`config.mk`:
```
export PLATFORM = sky130hd
export DESIGN_NAME = multicycle_control
export DESIGN_NICKNAME = d
export VERILOG_FILES = /design/src/rtl/multicycle_control.sv
export SDC_FILE = /design/constraint.sdc
export NUM_CORES = 1
export LEC_CHECK = 0
export BUFFER_PORTS_ARGS = -buffer_cell sky130_fd_sc_hd__buf_2
export CAP_MARGIN = 10
export CORE_MARGIN = 10
export CORE_UTILIZATION = 25
export CTS_CLUSTER_DIAMETER = 60
export DETAILED_ROUTE_END_ITERATION = 10
export GPL_TIMING_DRIVEN = 0
export HOLD_SLACK_MARGIN = 0.06
export PLACE_DENSITY_LB_ADDON = 0.1
export RECOVER_POWER = 50
export SLEW_MARGIN = 5
export SYNTH_ARGS = -nofsm -noshare
export SYNTH_HDL_FRONTEND = slang
export SYNTH_SLANG_ARGS = --single-unit
```
`constraint.sdc`:
```
create_clock -name clk -period 1.45 [get_ports clk]
set_input_delay 0 -clock clk [delete_from_list [all_inputs] [get_ports clk]]
set_output_delay 0 -clock clk [all_outputs]
set_load 0.02 [all_outputs]
```
`src/rtl/multicycle_control.sv`:
```
// Multi-cycle MIPS main control FSM: FETCH/DECODE/EXEC/MEM/WB with per-state strobes.
// Define MC_CTRL_BEQ_EN to make beq legal and drive the Branch strobe from its EXEC state.
module multicycle_control #(
  parameter int unsigned MEM_WAIT = 1,
  parameter int unsigned ALU_OP_W = 2,
  parameter int unsigned CNT_W    = 16
) (
  input  logic                clk,
  input  logic                rst_n,
  input  logic [5:0]          Opcode,
  input  logic                stall,
  output logic                PC_w,
  output logic                IR_w,
  output logic                I_or_D,
  output logic                Mem_r,
  output logic                Mem_w,
  output logic                Reg_w,
  output logic                Reg_dst,
  output logic                ALU_src,
  output logic [ALU_OP_W-1:0] ALU_op,
  output logic                Branch,
  output logic                illegal,
  output logic [2:0]          state,
  output logic [CNT_W-1:0]    instr_cnt
);

  typedef enum logic [2:0] {
    S_FETCH  = 3'd0,
    S_DECODE = 3'd1,
    S_EXEC   = 3'd2,
    S_MEM    = 3'd3,
    S_WB     = 3'd4
  } state_t;

  localparam int unsigned    WW        = (MEM_WAIT > 0) ? $clog2(MEM_WAIT + 1) : 1;
  localparam logic [WW-1:0]  WAIT_LAST = WW'(MEM_WAIT);

  localparam logic [5:0] OP_RTYPE = 6'b000000;
  localparam logic [5:0] OP_ADDIU = 6'b001001;
  localparam logic [5:0] OP_ORI   = 6'b001101;
  localparam logic [5:0] OP_LW    = 6'b100011;
  localparam logic [5:0] OP_SW    = 6'b101011;
`ifdef MC_CTRL_BEQ_EN
  localparam logic [5:0] OP_BEQ   = 6'b000100;
  localparam logic [1:0] ALU_SUB  = 2'b00;
`endif
  localparam logic [1:0] ALU_ADD   = 2'b01;
  localparam logic [1:0] ALU_FUNCT = 2'b10;
  localparam logic [1:0] ALU_OR    = 2'b11;

  state_t           state_q, state_d;
  logic [WW-1:0]    wait_q, wait_d;
  logic [5:0]       opc_q, opc_d;
  logic [CNT_W-1:0] cnt_q, cnt_d;
  logic             wait_last;
  logic             bad_state;
  logic             retire;
  logic [1:0]       alu_code;

  function automatic logic is_legal(input logic [5:0] op);
    case (op)
      OP_RTYPE, OP_ADDIU, OP_ORI, OP_LW, OP_SW: is_legal = 1'b1;
`ifdef MC_CTRL_BEQ_EN
      OP_BEQ:                                   is_legal = 1'b1;
`endif
      default:                                  is_legal = 1'b0;
    endcase
  endfunction

  assign wait_last = (wait_q == WAIT_LAST);
  assign bad_state = (state_q > S_WB);

  // Recovery from an unused encoding ignores stall so a corrupted state cannot persist.
  always_comb begin
    state_d = state_q;
    wait_d  = wait_q;
    opc_d   = opc_q;
    retire  = 1'b0;
    if (bad_state) begin
      state_d = S_FETCH;
      wait_d  = '0;
    end else if (!stall) begin
      case (state_q)
        S_FETCH: begin
          if (wait_last) begin
            state_d = S_DECODE;
            wait_d  = '0;
          end else begin
            wait_d = wait_q + WW'(1);
          end
        end
        S_DECODE: begin
          opc_d   = Opcode;
          state_d = is_legal(Opcode) ? S_EXEC : S_FETCH;
        end
        S_EXEC: begin
          case (opc_q)
            OP_LW, OP_SW: state_d = S_MEM;
`ifdef MC_CTRL_BEQ_EN
            OP_BEQ: begin
              state_d = S_FETCH;
              retire  = 1'b1;
            end
`endif
            default:      state_d = S_WB;
          endcase
        end
        S_MEM: begin
          if (wait_last) begin
            wait_d = '0;
            if (opc_q == OP_SW) begin
              state_d = S_FETCH;
              retire  = 1'b1;
            end else begin
              state_d = S_WB;
            end
          end else begin
            wait_d = wait_q + WW'(1);
          end
        end
        S_WB: begin
          state_d = S_FETCH;
          retire  = 1'b1;
        end
        default: state_d = S_FETCH;
      endcase
    end
    cnt_d = retire ? cnt_q + CNT_W'(1) : cnt_q;
  end

  always_ff @(posedge clk or negedge rst_n) begin
    if (!rst_n) begin
      state_q <= S_FETCH;
      wait_q  <= '0;
      opc_q   <= '0;
      cnt_q   <= '0;
    end else begin
      state_q <= state_d;
      wait_q  <= wait_d;
      opc_q   <= opc_d;
      cnt_q   <= cnt_d;
    end
  end

  // ALU controls derive from the latched opcode alone, so they stay put from EXEC to WB.
  always_comb begin
    PC_w     = 1'b0;
    IR_w     = 1'b0;
    I_or_D   = 1'b0;
    Mem_r    = 1'b0;
    Mem_w    = 1'b0;
    Reg_w    = 1'b0;
    Reg_dst  = 1'b0;
    ALU_src  = 1'b0;
    Branch   = 1'b0;
    illegal  = 1'b0;
    alu_code = 2'b00;
    case (state_q)
      S_FETCH: begin
        Mem_r = 1'b1;
        IR_w  = wait_last;
        PC_w  = wait_last;
      end
      S_DECODE: illegal = !is_legal(Opcode);
      S_EXEC, S_MEM, S_WB: begin
        case (opc_q)
          OP_RTYPE: begin
            alu_code = ALU_FUNCT;
            Reg_dst  = 1'b1;
          end
          OP_ORI: begin
            alu_code = ALU_OR;
            ALU_src  = 1'b1;
          end
`ifdef MC_CTRL_BEQ_EN
          OP_BEQ: begin
            alu_code = ALU_SUB;
            Branch   = (state_q == S_EXEC);
          end
`endif
          default: begin
            alu_code = ALU_ADD;
            ALU_src  = 1'b1;
          end
        endcase
        if (state_q == S_MEM) begin
          I_or_D = 1'b1;
          Mem_r  = (opc_q == OP_LW);
          Mem_w  = (opc_q == OP_SW);
        end
        if (state_q == S_WB) Reg_w = 1'b1;
      end
      default: illegal = 1'b1;
    endcase
    if (stall || !rst_n) begin
      PC_w  = 1'b0;
      IR_w  = 1'b0;
      Mem_w = 1'b0;
      Reg_w = 1'b0;
    end
  end

  assign ALU_op    = ALU_OP_W'(alu_code);
  assign state     = state_q;
  assign instr_cnt = cnt_q;

endmodule

```
==> impl_metrics.csv, run 1 <==
group,metric,value,unit
critical_path,ff2ff_setup_slack,-0.24,ns
floorplan,io_pins,40,
clock_tree,cts_inserted_buffers,3,
pwr,combPwrFrac,41.2,%
cells_and_area,syn_to_final_growth,54.32,%
logic_synthesis,synth_nets,158,
logic_synthesis,syn_avg_cell_area,10.36,um^2
run_status,failed_checks,"setup timing",
global_route,grtUsageTotal,9.174,%
global_route,grt_antenna_before_repair,0,
clock_tree,cts_root_buf,"clkbuf_8",
pwr,clockPowerShare,21.7,%
logic_synthesis,synth_top_area_share,42.41,%
pwr,switching_share,35.39,%
floorplan,die_w,98.33,um
timing,rsz0062_at_grt,"true",
pwr,p_seq_share,37.2,%
detailed_routing,via_per_inst,4.708,
worst_hold_path,holdPathEnd,"state[0]$_DFFE_PN0P_",
pwr,p_int,1.849,mW
worst_hold_path,hp-start,"stall",
worst_hold_path,whs_path_depth,3,
global_route,grt_pass1_wl,7389,um
timing,final_max_slew_viol_count,0,
cells_and_area,final_common_cell,"buf_2",
floorplan,rows,28,
worst_hold_path,hp-class,"in2reg",
cells_and_area,layout_common_cells,"28 x buf_2, 24 x dfrtp_1, 20 x buf_4",
timing,fmax,590.3,MHz
pwr,p_switching,1.013,mW
critical_path,worstRegToRegCells,6,
detailed_routing,via_count,1356,
cells_and_area,multiInputGateArea,1026,um^2
cells_and_area,diodes,0,
pwr,p_per_area,1209,nW/um^2
clock_tree,cts_sinks,26,
floorplan,start_util,25.76,%
detailed_routing,firstDrtPassIters,4,
detailed_routing,drt-met1-wl,2049,um
critical_path,reg2reg_from,"state[1]$_DFFE_PN0P_",
critical_path,required,1.66,ns
cells_and_area,drive_gt1_share,47.42,%
place,dpl.hpwl,3058,um
critical_path,r2r_end,"instr_cnt[5]$_DFFE_PN0P_",
logic_synthesis,ys_async_sr_fraction,100.0,%
timing,fin_skew,0.006696,ns
logic_synthesis,yosys_register_bits,26,
critical_path,critPathMaxStageDelay,0.37,ns
critical_path,cp_cell_sequence,"buf_6 -> and4b_2 -> nand4_4 -> buf_8 -> a211oi_2 -> xor2_1",
logic_synthesis,ys_warn_count,0,
logic_synthesis,synth_area,1534,um^2
timing,fin_crit_sh,116.8,%
clock_tree,clkSlewWorstSetupHoldPaths,0.10,ns
pwr,leakagePower,1.110,nW
pwr,power,2.861,mW
detailed_routing,drc,0,
cells_and_area,fill_cells,601,
detailed_routing,drt_iter0_drc,34,
cells_and_area,final_net_count,224,
detailed_routing,wl,4568,um
critical_path,crit_family,"simple AND/OR/NAND/NOR gates",
detailed_routing,top_layer,"met3",
critical_path,cp-end-kind,"flip-flop",
timing,finalHoldViolCount,0,
logic_synthesis,ys_types,41,
logic_synthesis,synth.top_cells.by_area,"dfrtp_1 42%, xor2_1 8.0%, mux2_1 5.1%, a21oi_1 3.9%, a2111oi_2 3.9%",
pwr,irDropWorstVdd,0.0005980,V
place,portBuffers,38,
timing,tns,-4.877,ns
clock_tree,htree_levels,1,
global_route,grt_pass1_vias,1426,
floorplan,die-area,9669,um^2
critical_path,critPathSlowestCell,"dfrtp_1",
timing,post-route-min-period,1.694,ns
critical_path,critPathArrivalTime,1.90,ns
cells_and_area,fin_util,39.75,%
clock_tree,insertion_delay,0.28,ns
timing,slew_headroom,52.89,%
detailed_routing,ant_nets,0,
cells_and_area,regArea,653.1,um^2
logic_synthesis,synth_largest_area_cell,"dfrtp_1",
timing,tightest_slew,0.7066,ns
critical_path,cp_num_buf_inv,2,
run_status,outcome,"finished with violations",
logic_synthesis,synth_seq_area_share,42.41,%
logic_synthesis,synthFlopType,"dfrtp_1",
logic_synthesis,syn_inst,148,
global_route,grt_max_degree,27,
detailed_routing,wl_per_cell,15.86,um
clock_tree,cts_tree,"done",
floorplan,core-area,5956,um^2
detailed_routing,met2_length,2267,um
critical_path,worst-setup-path-type,"reg2reg",
clock_tree,clockBufferDepth,2,
timing,worst_slack,-0.2440,ns
job,maxCapViolations,0,
critical_path,worstPathMaxFanout,7,
global_route,overflow,0,
critical_path,cp-start-kind,"flip-flop",
place,gp_congestion,0.7806,
timing,finalSetupViolations,31,
detailed_routing,met3WireLength,251,um
floorplan,die_h,98.33,um
logic_synthesis,synth_edf_count,0,
==> state kept, by name, summed over array words and instances, names as in the netlist <==
register / count
wait_last: 1
state: 3
opc_q: 6
instr_cnt: 16
==> metrics by stage <==
step           area, um^2  setup slack [ns]  cells  hold slack [ns]
2_1_floorplan        1550           -0.2324    148          -0.2956
3_3_place_gp         1834           -0.3983    261          0.06749
3_5_place_dp         1834           -0.3879    261          0.07249
4_1_cts              2232           -0.2358    284           0.1042
5_1_grt              2367           -0.3113    288           0.1241
6_report             2367           -0.2440    288           0.1430
==> how the worst max path moves through the flow <==
stage                         startpoint                         to  slack [ns]  cells after the start
floorplan           state[2]$_DFFE_PN0P_  instr_cnt[11]$_DFFE_PN0P_       -0.23                      5
global placement    state[1]$_DFFE_PN0P_   instr_cnt[5]$_DFFE_PN0P_       -0.40                      6
detailed placement  state[1]$_DFFE_PN0P_   instr_cnt[8]$_DFFE_PN0P_       -0.39                      6
CTS                 opc_q[2]$_DFFE_PN0P_   instr_cnt[5]$_DFFE_PN0P_       -0.24                      5
global route        state[1]$_DFFE_PN0P_  instr_cnt[14]$_DFFE_PN0P_       -0.31                      6
finish              state[1]$_DFFE_PN0P_   instr_cnt[5]$_DFFE_PN0P_       -0.24                      6
==> cells in the mapped netlist (4+ instances only) <==
cell and number:
dfrtp_1 26, mux2_1 7, nor2_1 8, a21oi_1 12
xor2_1 14, nand3_1 6, nor2b_1 4, o21ai_0 5
a2111oi_2 4, nand2_1 9, and3_1 4, inv_1 6
==> cells by family after synthesis <==
group	synth area share, %
multiplexers	5.139
buffers and inverters	4.567
other	0.2445
flip-flops	42.41
adder cells (fa/ha/maj)	0.8155
XOR/XNOR	9.707
AND/OR/NAND/NOR	21.53
AO/OA/AOI/OAI	15.58
==> power by group through the flow <==
stage	combinational (mW)	sequential (mW)	clock, mW
after global routing	1.29	1.09	0.670
after floorplan	0.511	1.06	0
after detailed placement	0.776	1.06	0
final	1.18	1.06	0.620
after CTS	1.05	1.06	0.646
after global placement	0.768	1.05	0
==> area by class of cell <==
cell class	count	area share [%]
sequential	26	27.59
buffer	6	2.696
timing repair buffer	62	18.45
clock buffer	3	1.744
multi-input combinational	109	43.34
clock inverter	1	1.268
inverter	6	0.9514
tap	75	3.964
==> routing by layer <==
layer / global-route usage, % / up-vias
met5: 0 / -
met1: 10.89 / 668
met2: 15.43 / 28
li1: - / 660
met4: 1.654 / 0
met3: 3.524 / 0
==> what timing repair did <==
item / 4_1_cts / 5_1_grt
cloned: 1 / 0
setup buffers: 11 / 4
hold endpoints to repair: 32 / 0
setup endpoints to repair: 33 / 35
pin swaps: 13 / 11
hold buffers: 8 / 0
gates resized for setup: 29 / 34
==> tightest hold or removal path: stages <==
cell and delay [ns]:
buf_2 0.19, a211o_1 0.14, a21oi_1 0.06
(Power assumes the default switching activity.)
==> run 2: changes to the inputs <==
CORE_UTILIZATION = 46   (was 25)
==> run 2 against run 1 <==
  * The flow still finishes with violations (setup timing)
  * Count of clock-buffer cells in the layout rose by 1
  * Non-clock buffer count grew 5
  * Die area down 37%
  * Core utilization is 36 points higher
  * Maximum frequency rose by 1.3%
  * Combinational power up 10%
  * Largest cell class unchanged
  * Design area fell by 0.37%
  * Via count rose by 4.9%
  * Critical path depth unchanged
  * Clock power down 38%
  * First-iteration DRC count increased by 44%
==> impl_metrics.csv, run 2 (synthesis gave the netlist of run 1 again) <==
group,metric,value,unit
floorplan,rows,20,
cells_and_area,layout_common_cells,"28 x buf_2, 23 x buf_4, 18 x dfrtp_1",
timing,fmax,598.2,MHz
detailed_routing,wl_per_cell,17.05,um
timing,holdWs,0.1080,ns
clock_tree,cts_inserted_buffers,3,
timing,tns,-3.953,ns
critical_path,worstPathMaxFanout,7,
critical_path,ff2ff_setup_slack,-0.22,ns
worst_hold_path,holdPathEnd,"state[0]$_DFFE_PN0P_",
clock_tree,clockBufferDepth,2,
clock_tree,clkSlewWorstSetupHoldPaths,0.15,ns
place,dpl.hpwl,2672,um
worst_hold_path,hp-class,"in2reg",
timing,finalHoldViolCount,0,
critical_path,cp-start-kind,"flip-flop",
timing,final_max_slew_viol_count,0,
pwr,leakagePower,1.113,nW
run_status,outcome,"finished with violations",
floorplan,die_h,77.75,um
cells_and_area,fill_cells,225,
global_route,grt_pass1_vias,1476,
critical_path,r2r_end,"instr_cnt[8]$_DFFE_PN0P_",
timing,worst_slack,-0.2216,ns
floorplan,core-area,3128,um^2
cells_and_area,final_common_cell,"buf_2",
pwr,irDropWorstVdd,0.0008827,V
place,portBuffers,38,
clock_tree,cts_sinks,26,
timing,post-route-min-period,1.672,ns
global_route,grtUsageTotal,13.88,%
timing,fin_crit_sh,115.3,%
detailed_routing,ant_nets,0,
floorplan,die-area,6044,um^2
cells_and_area,diodes,0,
worst_hold_path,hp-start,"stall",
detailed_routing,via_count,1423,
global_route,overflow,0,
pwr,power,2.792,mW
timing,slew_headroom,56.33,%
clock_tree,htree_levels,1,
critical_path,required,1.71,ns
floorplan,die_w,77.75,um
cells_and_area,fin_util,75.40,%
clock_tree,insertion_delay,0.32,ns
pwr,p_per_area,1184,nW/um^2
timing,fin_skew,0.003497,ns
clock_tree,cts_root_buf,"clkbuf_4",
detailed_routing,drt_iter0_drc,49,
critical_path,worstRegToRegCells,6,
timing,rsz0062_at_grt,"true",
cells_and_area,drive_gt1_share,50.92,%
cells_and_area,syn_to_final_growth,53.75,%
worst_hold_path,whs_path_depth,3,
critical_path,cp-end-kind,"flip-flop",
detailed_routing,drc,0,
timing,finalSetupViolations,28,
critical_path,critPathArrivalTime,1.94,ns
floorplan,io_pins,40,
global_route,grt_max_degree,27,
critical_path,reg2reg_from,"state[1]$_DFFE_PN0P_",
detailed_routing,firstDrtPassIters,4,
run_status,failed_checks,"setup timing",
cells_and_area,final_net_count,229,
global_route,grt_antenna_before_repair,0,
global_route,grt_pass1_wl,7086,um
job,maxCapViolations,0,
detailed_routing,via_per_inst,5.431,
clock_tree,cts_tree,"done",
floorplan,start_util,49.04,%
cells_and_area,largest_reg_flops,16,
critical_path,worst-setup-path-type,"reg2reg",
timing,tightest_slew,0.6551,ns
detailed_routing,wl,4466,um
place,gp_congestion,0.8012,
==> run 2: area by class of cell <==
class	instances	area, um^2	share of cell area (%)
Multi-Input combinational cell	109	1042	44.19
Inverter	6	25.02	1.061
Sequential cell	26	660.6	28.01
Buffer	6	58.81	2.493
Tap cell	44	55.05	2.334
Clock buffer	4	36.28	1.538
Timing Repair Buffer	67	480.5	20.37
==> run 2: timing repair <==
action / CTS / global route
hold endpoints to repair: 33 / 0
buffers inserted: 17 / 5
cloned: 1 / 0
gates resized for setup: 42 / 30
endpoints found under the setup margin: 34 / 33
hold buffers: 9 / 0
pin swaps: 17 / 15
==> run 2: routing by layer <==
metal,share of wire [%],vias up,wire [um],GRT usage [%]
li1,-,675,-,-
met1,44,710,1960,17.69
met2,50,36,2246,22.64
met3,5.5,2,246,3.802
met4,0.29,0,13,3.285
met5,0,-,0,0
==> run 2: how the worst max path moves through the flow <==
stage,startpoint,slack (ns),end,depth (start not counted)
2_1_floorplan,state[2]$_DFFE_PN0P_,-0.23,instr_cnt[11]$_DFFE_PN0P_,5
3_3_place_gp,state[1]$_DFFE_PN0P_,-0.29,instr_cnt[8]$_DFFE_PN0P_,6
3_5_place_dp,state[1]$_DFFE_PN0P_,-0.32,instr_cnt[5]$_DFFE_PN0P_,6
4_1_cts,state[1]$_DFFE_PN0P_,-0.20,instr_cnt[8]$_DFFE_PN0P_,6
5_1_grt,state[1]$_DFFE_PN0P_,-0.28,instr_cnt[8]$_DFFE_PN0P_,6
6_report,state[1]$_DFFE_PN0P_,-0.22,instr_cnt[8]$_DFFE_PN0P_,6
==> run 2: through the flow <==
step / setup slack (ns) / area [um^2] / std cells
final: -0.2216 / 2359 / 262
after global routing: -0.2815 / 2359 / 262
after CTS: -0.2037 / 2263 / 259
after detailed placement: -0.3233 / 1795 / 230
after global placement: -0.2923 / 1795 / 230
after floorplan: -0.2324 / 1550 / 148
==> run 2: report_power, final <==
part / leakage, nW / switching [mW] / total, mW / internal [mW]
Combinational: 0.768 / 0.633 / 1.30 / 0.667
Sequential: 0.324 / 0.227 / 1.11 / 0.881
Clock: 0.0210 / 0.230 / 0.383 / 0.154
Total: 1.11 / 1.09 / 2.79 / 1.70
==> run 2: critical path: stages (launching register included) <==
cell and delay, ns:
dfrtp_1 0.40, buf_6 0.14, and4b_1 0.25, nand4_4 0.22, buf_6 0.22, a211oi_4 0.22
xor2_1 0.16
==> run 3: changes to the inputs <==
RECOVER_POWER = unset   (was 50)
SLEW_MARGIN = 30   (was 5)
==> run 3 against run 2 <==
  * The flow still finishes with violations (setup timing)
  * Non-clock buffer count did not move
  * Maximum frequency hardly changed
  * Die area did not move
==> impl_metrics.csv, run 3 (synthesis gave the netlist of run 1 again) <==
group,metric,value,unit
place,dpl.hpwl,2672,um
timing,finalHoldViolCount,0,
floorplan,core-area,3128,um^2
clock_tree,clockBufferDepth,2,
pwr,leakagePower,1.121,nW
floorplan,die-area,6044,um^2
place,dp_cells,230,
worst_hold_path,holdPathEnd,"state[0]$_DFFE_PN0P_",
place,post_dp_cell_area,1795,um^2
critical_path,r2r_end,"instr_cnt[8]$_DFFE_PN0P_",
cells_and_area,final_net_count,229,
timing,finalSetupViolations,28,
timing,worst_slack,-0.2231,ns
clock_tree,htree_levels,1,
timing,fin_crit_sh,115.4,%
detailed_routing,via_count,1404,
run_status,failed_checks,"setup timing",
global_route,grt_pass1_vias,1476,
floorplan,start_util,49.04,%
detailed_routing,drc,0,
detailed_routing,wl_per_cell,17.08,um
global_route,grt_pass1_wl,7086,um
clock_tree,cts_tree,"done",
timing,final_max_slew_viol_count,0,
clock_tree,cts_sinks,26,
cells_and_area,regArea,660.6,um^2
timing,post-route-min-period,1.673,ns
global_route,grt_max_degree,27,
critical_path,cp-start-kind,"flip-flop",
timing,fmax,597.7,MHz
critical_path,worst-setup-path-type,"reg2reg",
critical_path,ff2ff_setup_slack,-0.22,ns
critical_path,critPathArrivalTime,1.94,ns
detailed_routing,firstDrtPassIters,4,
floorplan,die_w,77.75,um
critical_path,cp-end-kind,"flip-flop",
global_route,grt_antenna_before_repair,0,
critical_path,reg2reg_from,"state[1]$_DFFE_PN0P_",
cells_and_area,multiInputGateArea,1042,um^2
cells_and_area,post-route-cell-area,2375,um^2
cells_and_area,instances_no_fill,262,
place,portBuffers,38,
critical_path,required,1.71,ns
cells_and_area,layout_common_cells,"29 x buf_2, 23 x buf_4, 18 x dfrtp_1",
clock_tree,clkSlewWorstSetupHoldPaths,0.15,ns
cells_and_area,final_common_cell,"buf_2",
cells_and_area,largest_reg_flops,16,
cells_and_area,drive_gt1_share,51.38,%
pwr,irDropWorstVdd,0.0008821,V
place,place_ws,-0.3233,ns
detailed_routing,ant_nets,0,
run_status,outcome,"finished with violations",
floorplan,die_h,77.75,um
critical_path,worstPathMaxFanout,7,
clock_tree,insertion_delay,0.32,ns
clock_tree,cts_root_buf,"clkbuf_4",
cells_and_area,diodes,0,
worst_hold_path,hp-start,"stall",
cells_and_area,fill_cells,222,
timing,holdWs,0.1089,ns
place,gp_congestion,0.8012,
pwr,p_per_area,1178,nW/um^2
floorplan,rows,20,
cells_and_area,syn_to_final_growth,54.81,%
detailed_routing,drt_iter0_drc,50,
floorplan,io_pins,40,
worst_hold_path,hp-class,"in2reg",
timing,rsz0062_at_grt,"true",
detailed_routing,wl,4474,um
timing,fin_skew,0.004221,ns
detailed_routing,via_per_inst,5.359,
critical_path,worstRegToRegCells,6,
global_route,overflow,0,
job,maxCapViolations,0,
worst_hold_path,whs_path_depth,3,
global_route,grtUsageTotal,13.88,%
clock_tree,cts_inserted_buffers,3,
==> run 3: cell count changes in the layout (fill, tap and decap cells not counted), sizes merged <==
cell and delta:
buf +2, clkbuf -2
==> run 3: timing repair <==
item	4_1_cts	5_1_grt
buffers inserted	17	5
endpoints found under the setup margin	34	33
gates resized for setup	42	30
hold buffers	9	0
pin swaps	17	15
hold endpoints to repair	33	0
cloned	1	0
==> run 3: critical path: stages, from the launching register on <==
cell,delay (ns)
dfrtp_1,0.40
buf_6,0.14
and4b_1,0.26
nand4_4,0.22
buf_6,0.22
a211oi_4,0.22
xor2_1,0.16
==> run 3: cell type report <==
class                      count  share of cell area, %
buffer                         6                  2.476
clock buffer                   4                  1.528
inverter                       6                  1.054
multi-input combinational    109                  43.89
sequential                    26                  27.82
tap                           44                  2.318
timing repair buffer          67                  20.92
==> run 3: layer usage <==
metal	up-vias	wire, um	GRT usage, %
met2	27	2257	22.64
met4	0	13	3.285
met3	2	215	3.802
li1	674	-	-
met5	-	0	0
met1	701	1988	17.69
==> run 3: how the worst max path moves through the flow <==
| stage | endpoint | cells after the start | start | slack (ns) |
|---|---|---|---|---|
| finish | instr_cnt[8]$_DFFE_PN0P_ | 6 | state[1]$_DFFE_PN0P_ | -0.22 |
| global route | instr_cnt[8]$_DFFE_PN0P_ | 6 | state[1]$_DFFE_PN0P_ | -0.28 |
| CTS | instr_cnt[8]$_DFFE_PN0P_ | 6 | state[1]$_DFFE_PN0P_ | -0.20 |
| detailed placement | instr_cnt[5]$_DFFE_PN0P_ | 6 | state[1]$_DFFE_PN0P_ | -0.32 |
| global placement | instr_cnt[8]$_DFFE_PN0P_ | 6 | state[1]$_DFFE_PN0P_ | -0.29 |
| floorplan | instr_cnt[11]$_DFFE_PN0P_ | 5 | state[2]$_DFFE_PN0P_ | -0.23 |
==> run 3: per-stage QoR <==
stage / power [mW] / setup TNS, ns / util (%)
after floorplan: 1.572 / -3.393 / -
after global placement: 1.783 / -4.439 / 57.40
after detailed placement: 1.817 / -5.190 / 57.40
after CTS: 2.619 / -3.612 / 72.36
after global routing: 2.948 / -6.113 / 75.92
final: 2.797 / -3.971 / 75.92
==> run 3: where the power goes <==
group	total, mW	internal [mW]	switching [mW]
registers	1.11	0.881	0.228
clock network	0.383	0.154	0.229
logic	1.31	0.672	0.633
total	2.80	1.71	1.09
